File: src/rtl/ps2_pkg.sv
// Shared PS/2 receiver types, frame geometry and parity-mode constants.
package ps2_pkg;

  typedef enum logic [1:0] {
    ST_IDLE  = 2'd0,
    ST_DPS   = 2'd1,
    ST_CHECK = 2'd2
  } ps2_state_e;

  localparam int unsigned FRAME_BITS = 11;
  localparam int unsigned BITCNT_W   = 4;

  localparam int unsigned PARITY_IGNORE = 0;
  localparam int unsigned PARITY_ODD    = 1;

  // Odd parity holds when data bits plus parity bit XOR to 1.
  function automatic logic parity_ok(input logic [8:0] data_par, input int unsigned mode);
    if (mode == PARITY_IGNORE) begin
      return 1'b1;
    end
    return ^data_par;
  endfunction

endpackage

File: src/rtl/ps2_rx_fifo_if.sv
// Push/pop bus between the PS/2 frame receiver and its receive FIFO.
interface ps2_rx_fifo_if #(
  parameter int unsigned WIDTH = 8,
  parameter int unsigned DEPTH = 8
);
  localparam int unsigned CW = $clog2(DEPTH) + 1;

  logic             push;
  logic             pop;
  logic [WIDTH-1:0] wdata;
  logic [WIDTH-1:0] rdata;
  logic             empty;
  logic             full;
  logic [CW-1:0]    count;

  modport master (
    output push, pop, wdata,
    input  rdata, empty, full, count
  );

  modport slave (
    input  push, pop, wdata,
    output rdata, empty, full, count
  );

endinterface

File: src/rtl/ps2_sync_fifo.sv
// First-word fall-through FIFO; a push into a full FIFO only lands when a pop frees a slot.
module ps2_sync_fifo #(
  parameter int unsigned WIDTH = 8,
  parameter int unsigned DEPTH = 8
) (
  input logic           clk,
  input logic           reset,
  ps2_rx_fifo_if.slave  bus
);

  localparam int unsigned AW = (DEPTH > 1) ? $clog2(DEPTH) : 1;
  localparam int unsigned CW = AW + 1;

  logic [WIDTH-1:0] mem_q [DEPTH];
  logic [AW-1:0]    wr_ptr_q, wr_ptr_d;
  logic [AW-1:0]    rd_ptr_q, rd_ptr_d;
  logic [CW-1:0]    count_q, count_d;
  logic             full_c;
  logic             empty_c;
  logic             wr_fire_c;
  logic             rd_fire_c;

  always_comb begin
    full_c    = (count_q == CW'(DEPTH));
    empty_c   = (count_q == '0);
    rd_fire_c = bus.pop & ~empty_c;
    wr_fire_c = bus.push & (~full_c | rd_fire_c);
    wr_ptr_d  = wr_ptr_q;
    rd_ptr_d  = rd_ptr_q;
    count_d   = count_q;
    if (wr_fire_c) begin
      wr_ptr_d = wr_ptr_q + AW'(1);
    end
    if (rd_fire_c) begin
      rd_ptr_d = rd_ptr_q + AW'(1);
    end
    unique case ({wr_fire_c, rd_fire_c})
      2'b10:   count_d = count_q + CW'(1);
      2'b01:   count_d = count_q - CW'(1);
      default: count_d = count_q;
    endcase
  end

  always_ff @(posedge clk) begin
    if (reset) begin
      wr_ptr_q <= '0;
      rd_ptr_q <= '0;
      count_q  <= '0;
    end else begin
      wr_ptr_q <= wr_ptr_d;
      rd_ptr_q <= rd_ptr_d;
      count_q  <= count_d;
    end
  end

  // Storage carries no reset; the head is masked to zero while empty.
  always_ff @(posedge clk) begin
    if (wr_fire_c) begin
      mem_q[wr_ptr_q] <= bus.wdata;
    end
  end

  assign bus.rdata = empty_c ? '0 : mem_q[rd_ptr_q];
  assign bus.empty = empty_c;
  assign bus.full  = full_c;
  assign bus.count = count_q;

endmodule

File: src/rtl/ps2_rx_fifo.sv
// PS/2 device-to-host receiver: synchronise and filter the lines, deframe 11-bit
// frames, check stop/parity and queue good bytes in a receive FIFO.
module ps2_rx_fifo
  import ps2_pkg::*;
#(
  parameter int unsigned FILTER_LEN   = 8,
  parameter int unsigned FIFO_DEPTH   = 8,
  parameter int unsigned TIMEOUT_CYC  = 50000,
  parameter int unsigned CHECK_PARITY = PARITY_ODD
) (
  input  logic                        clk,
  input  logic                        reset,
  input  logic                        ps2d,
  input  logic                        ps2c,
  input  logic                        rd_en,
  output logic [7:0]                  dout,
  output logic                        empty,
  output logic                        full,
  output logic [$clog2(FIFO_DEPTH):0] count,
  output logic                        rx_done_tick,
  output logic                        parity_err,
  output logic                        frame_err,
  output logic                        overflow
);

  localparam int unsigned TO_W = (TIMEOUT_CYC > 2) ? $clog2(TIMEOUT_CYC) : 1;
  localparam logic [TO_W-1:0] TO_MAX = TO_W'(TIMEOUT_CYC - 1);

  logic [1:0]            ps2c_sync_q;
  logic [1:0]            ps2d_sync_q;
  logic                  ps2d_s;
  logic [FILTER_LEN-1:0] filter_q, filter_d;
  logic                  fclk_q, fclk_d;
  logic                  fall_edge;

  ps2_state_e            state_q, state_d;
  logic [BITCNT_W-1:0]   bitcnt_q, bitcnt_d;
  logic [FRAME_BITS-1:0] frame_q, frame_d;
  logic [TO_W-1:0]       tmo_q, tmo_d;

  logic push_c, done_c, perr_c, ferr_c, ovf_c;

  ps2_rx_fifo_if #(.WIDTH(8), .DEPTH(FIFO_DEPTH)) fifo_bus ();

  // Two-flop synchronisers; idle-high lines reset to 1.
  always_ff @(posedge clk) begin
    if (reset) begin
      ps2c_sync_q <= 2'b11;
      ps2d_sync_q <= 2'b11;
    end else begin
      ps2c_sync_q <= {ps2c_sync_q[0], ps2c};
      ps2d_sync_q <= {ps2d_sync_q[0], ps2d};
    end
  end

  assign ps2d_s = ps2d_sync_q[1];

  // Glitch filter: the clock only changes after FILTER_LEN agreeing samples.
  always_comb begin
    filter_d = {ps2c_sync_q[1], filter_q[FILTER_LEN-1:1]};
    fclk_d   = fclk_q;
    if (&filter_d) begin
      fclk_d = 1'b1;
    end else if (~|filter_d) begin
      fclk_d = 1'b0;
    end
  end

  assign fall_edge = fclk_q & ~fclk_d;

  always_ff @(posedge clk) begin
    if (reset) begin
      filter_q <= '1;
      fclk_q   <= 1'b1;
    end else begin
      filter_q <= filter_d;
      fclk_q   <= fclk_d;
    end
  end

  always_ff @(posedge clk) begin
    if (reset) begin
      state_q  <= ST_IDLE;
      bitcnt_q <= '0;
      frame_q  <= '0;
      tmo_q    <= '0;
    end else begin
      state_q  <= state_d;
      bitcnt_q <= bitcnt_d;
      frame_q  <= frame_d;
      tmo_q    <= tmo_d;
    end
  end

  // Frame FSM; frame bits land LSB-first: [0]=start, [8:1]=data, [9]=parity, [10]=stop.
  always_comb begin
    state_d  = state_q;
    bitcnt_d = bitcnt_q;
    frame_d  = frame_q;
    tmo_d    = tmo_q;
    push_c   = 1'b0;
    done_c   = 1'b0;
    perr_c   = 1'b0;
    ferr_c   = 1'b0;
    ovf_c    = 1'b0;
    unique case (state_q)
      ST_IDLE: begin
        tmo_d = '0;
        if (fall_edge && !ps2d_s) begin
          frame_d  = {ps2d_s, frame_q[FRAME_BITS-1:1]};
          bitcnt_d = BITCNT_W'(FRAME_BITS - 2);
          state_d  = ST_DPS;
        end
      end
      ST_DPS: begin
        if (fall_edge) begin
          tmo_d   = '0;
          frame_d = {ps2d_s, frame_q[FRAME_BITS-1:1]};
          if (bitcnt_q == '0) begin
            state_d = ST_CHECK;
          end else begin
            bitcnt_d = bitcnt_q - BITCNT_W'(1);
          end
        end else if (tmo_q == TO_MAX) begin
          ferr_c  = 1'b1;
          state_d = ST_IDLE;
        end else begin
          tmo_d = tmo_q + TO_W'(1);
        end
      end
      ST_CHECK: begin
        state_d = ST_IDLE;
        if (!frame_q[FRAME_BITS-1] || frame_q[0]) begin
          ferr_c = 1'b1;
        end else if (!parity_ok(frame_q[9:1], CHECK_PARITY)) begin
          perr_c = 1'b1;
        end else if (fifo_bus.full && !rd_en) begin
          ovf_c = 1'b1;
        end else begin
          push_c = 1'b1;
          done_c = 1'b1;
        end
      end
      default: state_d = ST_IDLE;
    endcase
  end

  assign fifo_bus.push  = push_c;
  assign fifo_bus.pop   = rd_en;
  assign fifo_bus.wdata = frame_q[8:1];

  ps2_sync_fifo #(
    .WIDTH (8),
    .DEPTH (FIFO_DEPTH)
  ) u_fifo (
    .clk   (clk),
    .reset (reset),
    .bus   (fifo_bus.slave)
  );

  // Status pulses coincide with the CHECK-cycle push decision, which depends on rd_en.
  assign dout         = fifo_bus.rdata;
  assign empty        = fifo_bus.empty;
  assign full         = fifo_bus.full;
  assign count        = fifo_bus.count;
  assign rx_done_tick = done_c;
  assign parity_err   = perr_c;
  assign frame_err    = ferr_c;
  assign overflow     = ovf_c;

endmodule

File: config.mk
export PLATFORM = sky130hd
export DESIGN_NAME = ps2_rx_fifo
export DESIGN_NICKNAME = d
export VERILOG_FILES = /design/src/rtl/ps2_pkg.sv /design/src/rtl/ps2_rx_fifo_if.sv /design/src/rtl/ps2_sync_fifo.sv /design/src/rtl/ps2_rx_fifo.sv
export SDC_FILE = /design/constraint.sdc
export NUM_CORES = 1
export LEC_CHECK = 0
export ABC_AREA = 1
export ABC_CLOCK_PERIOD_IN_PS = 3400
export BUFFER_PORTS_ARGS = -buffer_cell sky130_fd_sc_hd__buf_2
export CORE_MARGIN = 1.5
export CORE_UTILIZATION = 61
export CTS_BUF_LIST = sky130_fd_sc_hd__clkbuf_8 sky130_fd_sc_hd__clkbuf_16
export DETAILED_ROUTE_END_ITERATION = 8
export PLACE_DENSITY_LB_ADDON = 0.08
export SLEW_MARGIN = 20
export SYNTH_ARGS = -nofsm -noshare
export SYNTH_HDL_FRONTEND = slang
export SYNTH_SLANG_ARGS = --single-unit
File: constraint.sdc
create_clock -name clk -period 3.4 [get_ports clk]
set_clock_uncertainty 0.2 [all_clocks]
set_input_delay 0 -clock clk [delete_from_list [all_inputs] [get_ports clk]]
set_output_delay 0 -clock clk [all_outputs]
set_load 0.005 [all_outputs]
; ---- After elaboration in Yosys (flattened, before gate mapping)
; Memory sizes are Yosys's and may differ from the RTL's. A register that Yosys moved wholly into a read port is not among the register bits.
; Index checks and enable logic that the tools add are counted.
[totals]
ff_bits = 56
latchBits = 0
ram_bits = 64
rom_bits = 0
input_bits = 5
out_inout_bits = 18
word_cells = 93
mem_count = 1
[memory_table]
columns = name, depth, word_bits, rd, rd_clocked_by_memory_dff, write_ports, line
row1 = u_fifo.mem_q, 8, 8, 1, 1, 1, ps2_sync_fifo.sv:14  ; logic [WIDTH-1:0] mem_q [DEPTH];
[op_classes]
add_sub_neg = 6
mul = 0
n_div = 0
magnitude_cmp = 0
n_eq_ne = 12
shifts = 0
muxes = 38
bitwise = 7
reduce_logical = 18
[op_table]
columns = op, n
row1 = 2-to-1 mux 16 bit, 2
row2 = case mux 16 bit (2 select lines), 1
row3 = 2-to-1 mux 11 bit, 2
row4 = case mux 11 bit (2 select lines), 1
row5 = 2-to-1 mux 1 bit, 18
row6 = "adder 16 x 1 -> 16 bit, second input constant", 1
row7 = "== test 16 bit, second input constant", 1
row8 = case mux 4 bit (2 select lines), 2
row9 = 2-to-1 mux 4 bit, 3
row10 = "inequality test 3 bit, second input constant", 3
row11 = parity 9 bit, 1
row12 = logical NOT 4 bit, 2
row13 = 2-to-1 mux 2 bit, 4
row14 = 2-to-1 mux 8 bit, 1
row15 = AND reduction 8 bit, 1
row16 = OR reduction 8 bit, 1
row17 = "subtractor 4 x 1 -> 4 bit, second input constant", 2
row18 = "adder 3 x 1 -> 3 bit, second input constant", 2
row19 = 2-to-1 mux 3 bit, 2
row20 = "inequality test 2 bit, second input constant", 3
row21 = AND reduction 3 bit, 2
row22 = "adder 4 x 1 -> 4 bit, second input constant", 1
row23 = "== test 2 x 1 -> 1 bit, second input constant", 2
row24 = "== test 2 bit, second input constant", 2
row25 = 13 further kinds, 21

; ---- Longest topological paths before layout
[logic_depth]
ltp_word = 9
depth_mapped = 17
depth_no_buf = 17

; ---- Cells and area by module
; From an unflattened synthesis, not the netlist that was laid out.
[unflattened]
hier_cells = 681
area_unflattened_um2 = 5825.6
[by_module_without_submodules]
columns = mod, n_inst, cells_per_inst, area_each_um2
row1 = ps2_sync_fifo, 1, 285, 3258.1
row2 = ps2_rx_fifo, 1, 396, 2567.5

; ---- Worst setup path after synthesis
; OpenSTA, ideal clock, no wires.
[synth_path]
path_kind = register -> register
start = reg frame_q[8]
end = reg u_fifo.count_q[2] (netlist: u_fifo.bus.count[2])
setup_time_ns = 0.115
arrival_time_ns = 2.054
required_time_ns = 3.085
slack_ns = 1.031
stages_incl_launch_ff = 17
n_path_buf = 0
synth_period_minus_slack_ns = 2.369
cell_sequence = dfxtp_1 -> inv_1 -> nand2_1 -> nand2_1 -> nand2_1 -> nand2_1 -> inv_1 -> nand3_1 -> nand2_2 -> nand3_2 -> ha_1 -> xor2_1 -> ha_1 -> a21oi_1 -> xnor2_1 -> o21ai_0 -> inv_1
[synth_between]
elab_chain_len = 7
word_cells_on_any_way = 9
cone_classes = 2 x eq/ne / 4 x mux / 1 x bitwise / 2 x reduce/logical
[synth_lines]
columns = element, line
row1 = start: declaration, ps2_rx_fifo.sv:38  ; logic [FRAME_BITS-1:0] frame_q, frame_d;
row2 = start signal: assignment, ps2_rx_fifo.sv:90  ; frame_q <= frame_d;
row3 = parity 9 bit (*), ps2_pkg.sv:21  ; return ^data_par;
row4 = 2-to-1 mux 1 bit (*), ps2_rx_fifo.sv:135  ; end else if (!parity_ok(frame_q[9:1], CHECK_PARITY)) begin
row5 = 2-to-1 mux 1 bit (*), ps2_rx_fifo.sv:133  ; if (!frame_q[FRAME_BITS-1] || frame_q[0]) begin
row6 = 2-to-1 mux 1 bit (*), ps2_rx_fifo.sv:106  ; unique case (state_q)
row7 = AND 1 bit (*), ps2_sync_fifo.sv:27  ; wr_fire_c = bus.push & (~full_c | rd_fire_c);
row8 = == test 2 x 1 -> 1 bit or == test 2 bit (tied branches), ps2_sync_fifo.sv:37  ; unique case ({wr_fire_c, rd_fire_c})
row9 = case mux 4 bit (2 select lines) or nonzero test 2 bit (tied branches), --
row10 = end signal: assignment, ps2_sync_fifo.sv:52  ; count_q <= count_d;
row11 = end: declaration, ps2_sync_fifo.sv:17  ; logic [CW-1:0] count_q, count_d;
; Mark *: on every way between the ends. The rest lies on a longest branch, timed or not.
; A chain may end at the register's enable or synchronous reset.

; ---- Final worst setup path
[layout_path]
start = reg frame_q[6]
end = reg u_fifo.count_q[3] (netlist: u_fifo.bus.count[3])
; The elaborated chain is that of the path after synthesis.

==> results.sh <==
export IMPL_status="finished, final reports clean"
export IMPL_fin_tns_setup_ps=0
export IMPL_routabilityCongestion=0.870
export IMPL_synth_distinct_cells=36
export IMPL_area_growth_syn_to_layout_pct=16.4
export IMPL_critPathMaxStageDelay_ps=590
export IMPL_clk_latency_ps=530
export IMPL_postSynthCellCount=627
export IMPL_die_height_um=98.3
export IMPL_drt_pass1_iter_count=5
export IMPL_ys_seq_area_share_pct=55.6
export IMPL_critPathTopFamily="simple AND/OR/NAND/NOR gates"
export IMPL_tritoncts="yes"
export IMPL_crit_path_start="frame_q[6]$_SDFFE_PP0P_"
export IMPL_detailedRoute_firstIterationViolations=278
export IMPL_fin_crit_sh_pct=83.0
export IMPL_worstPathArrival_ps=3030
export IMPL_ys_dominant_reg_cell="sky130_fd_sc_hd__edfxtp_1"
export IMPL_timing_critical_path_from_type="flop"
export IMPL_crit_path_category="reg2reg"
export IMPL_cts_buffers_inserted=17
export IMPL_num_antenna_cells=0
export IMPL_worst_path_buf_inv=2
export IMPL_synth_ff_latch_count=122
export IMPL_via_count=4367
export IMPL_setup_violations_final=0
export IMPL_first_pass_grt_wire_length_mm=20.2
export IMPL_p_leak_uw=0.00251
export IMPL_final_worst_setup_slack_ps=578
export IMPL_timing_fmax_mhz=354
export IMPL_number_of_synthesized_flops_with_an_enable_pin=64
export IMPL_nets=679
export IMPL_per_cell_via_count_in_the_routed_design=5.57
export IMPL_reg2reg_from="frame_q[6]$_SDFFE_PP0P_"
export IMPL_layout_min_cycle_time_ps=2820
export IMPL_routed_wire_length_per_instance_um=15.2
export IMPL_die_area_um2=9660
export IMPL_p_per_area_nw_per_um2=679
export IMPL_worstPathCellList="inv_1 -> nand2_1 -> nand2_1 -> nand2_1 -> nand2_1 -> inv_1 -> nand3_1 -> nand2_2 -> nand3_2 -> ha_1 -> xor2_1 -> nand3_1 -> a21oi_1 -> o21ai_0 -> o21ai_0 -> a21oi_1"
export IMPL_floorplan_initialDensity_pct=63.2
export IMPL_io_pins=23
export IMPL_antenna_found_initial=0
export IMPL_mean_post_synth_cell_area_um2=8.84
export IMPL_post_route_worst_hold_slack_ps=207
export IMPL_design_core_area_um2=8760
export IMPL_report_final_hold_viol_count=0
export IMPL_cts_htree_levels=4
export IMPL_globalRouteOverflowTotal=0
export IMPL_clock_path_buffers=2
export IMPL_drc_errors=0
export IMPL_hp_start="ps2d_sync_q[0]$_SDFF_PP1_"
export IMPL_synth_warnings=0
export IMPL_portBuffers=22
export IMPL_clock_transition_at_the_registers_of_the_reported_paths_ps=60
export IMPL_final_max_slew_viol_count=0
export IMPL_worst_slew_margin_rel_pct=43.0
export IMPL_synth_cell_area_um2=5540
export IMPL_grt_setup_unrepaired="false"
export IMPL_fp_dieW_um=98.3
export IMPL_worst_ep_required_time_ps=3610
export IMPL_r2r_slack_ps=580
export IMPL_synthesis_nets=643
export IMPL_pin_count_of_the_biggest_net_entering_global_routing=34
export IMPL_number_of_global_route_vias_before_repair=4329
export IMPL_final_layout_size_suffix_gt1_share_pct=13.9
export IMPL_post_cts_resized=0
export IMPL_root_buffer="sky130_fd_sc_hd__clkbuf_8"
export IMPL_worstHoldPathType="reg2reg"
export IMPL_cpMostUsedCell="sky130_fd_sc_hd__nand2_1"
export IMPL_globalRouteTotalUtil_pct=26.8
export IMPL_place_hpwl_mm=7.53
export IMPL_critical_path_cell_with_the_highest_stage_delay="sky130_fd_sc_hd__dfxtp_1"
export IMPL_detailedPlace_worstSlack_ps=595
export IMPL_route_antenna_remaining_nets=0
export IMPL_drt_total_wl_mm=11.9
export IMPL_timing_critical_path_fanout_max=13
export IMPL_worst_setup_path_end_kind="flop"
export IMPL_synth_async_reset_ratio_pct=0
export IMPL_drv_cap=0
export IMPL_tightestPinTransition_ps=855
export IMPL_cts_sinks=122
export IMPL_irDropWorstVdd_v=0.000378
export IMPL_placement_rows=34
path summary, 6_finish.rpt:
path                                       to  cells after the start
max reg2reg  u_fifo.bus.count[3]$_SDFFE_PP0P_                     16
min                 ps2d_sync_q[1]$_SDFF_PP1_                      1
max          u_fifo.bus.count[3]$_SDFFE_PP0P_                     16
min reg2reg         ps2d_sync_q[1]$_SDFF_PP1_                      1
power by group:
part	total [uW]	internal [uW]	switching (uW)
Combinational	824	310	513
Clock	1920	1230	689
Sequential	1640	1580	61.7
per-stage QoR:
stage,power (uW),area [um^2],cells,util [%]
global route,4590,6450,784,73.6
detailed placement,2480,5750,746,65.6
CTS,4400,6450,784,73.6
finish,4380,6450,784,73.6
floorplan,2180,5540,627,-
global placement,2450,5750,746,65.6
timing repair:
item                                   in CTS  in global routing
endpoints found under the hold margin      37                  0
hold buffers                                6                  0
buffers inserted                            0                  0
final cells by class:
class / count / area (um^2)
clock buffer: 18 / 428
clock inverter: 14 / 210
fill: 630 / 2310
inverter: 68 / 255
multi-input combinational: 416 / 2090
sequential: 122 / 3080
tap: 108 / 135
timing repair buffer: 38 / 245
state kept, by name, indices dropped and copies added, names as in the netlist, named ones only:
signal and cells:
ps2d_sync_q 2, u_fifo.rd_ptr_q 3, state_q 2, filter_q 7, tmo_q 16, fclk_q 1, frame_q 11, u_fifo.wr_ptr_q 3
u_fifo.mem_q 64, bitcnt_q 4, u_fifo.bus.count 4, ps2c_sync_q 2
layer usage:
layer | routed length, um | up-vias | part of all wire, % | GRT usage (%)
li1 | - | 2180 | - | -
met1 | 4920 | 2049 | 41 | 30.7
met2 | 6280 | 117 | 53 | 48.1
met3 | 534 | 21 | 4.5 | 6.59
met4 | 192 | 0 | 1.6 | 10.4
met5 | 0 | - | 0 | 0
layout by cell type, fill, tap and decap left out, types with 11 or more instances in the layout:
cell type,synthesis,layout
sky130_fd_sc_hd__nand2_1,108,108
sky130_fd_sc_hd__nor2_1,86,86
sky130_fd_sc_hd__inv_1,67,67
sky130_fd_sc_hd__edfxtp_1,64,64
sky130_fd_sc_hd__dfxtp_1,58,58
sky130_fd_sc_hd__o21ai_0,54,54
sky130_fd_sc_hd__nand3_1,39,39
sky130_fd_sc_hd__a21oi_1,32,32
sky130_fd_sc_hd__buf_2,2,22
sky130_fd_sc_hd__clkbuf_16,0,16
sky130_fd_sc_hd__nand4_1,15,15
sky130_fd_sc_hd__ha_1,11,11
cells in the mapped netlist (2+ instances only):
master | count | area [um^2]
sky130_fd_sc_hd__a21oi_2 | 6 | 52.6
sky130_fd_sc_hd__or2_2 | 7 | 43.8
sky130_fd_sc_hd__buf_2 | 2 | 10.0
sky130_fd_sc_hd__clkbuf_1 | 15 | 56.3
sky130_fd_sc_hd__ha_1 | 11 | 138
sky130_fd_sc_hd__nand3_2 | 2 | 20.0
sky130_fd_sc_hd__nand3_1 | 39 | 195
sky130_fd_sc_hd__nor2_2 | 4 | 25.0
sky130_fd_sc_hd__a21oi_1 | 32 | 160
sky130_fd_sc_hd__o21ai_0 | 54 | 270
sky130_fd_sc_hd__nor3_1 | 7 | 35.0
sky130_fd_sc_hd__o22ai_1 | 8 | 50.1
sky130_fd_sc_hd__xor2_1 | 8 | 70.1
sky130_fd_sc_hd__inv_1 | 67 | 251
sky130_fd_sc_hd__nor3b_1 | 2 | 15.0
sky130_fd_sc_hd__a31oi_1 | 9 | 56.3
sky130_fd_sc_hd__nand4_1 | 15 | 93.8
sky130_fd_sc_hd__dfxtp_1 | 58 | 1160
sky130_fd_sc_hd__nor2_1 | 86 | 323
sky130_fd_sc_hd__nand2_1 | 108 | 405
sky130_fd_sc_hd__nand2_2 | 7 | 43.8
sky130_fd_sc_hd__buf_4 | 2 | 15.0
sky130_fd_sc_hd__nand3b_1 | 2 | 15.0
sky130_fd_sc_hd__edfxtp_1 | 64 | 1920
logic make-up after synthesis:
kind of cell	synth area share, %
DFF	55.6
buffers and inverters	6.55
adders and majority gates	2.48
AOI/OAI and AO/OA	10.9
xor gates and xnor gates	1.42
and+or+nand+nor	23.0
No activity file was read; power rests on OpenSTA's default activity.
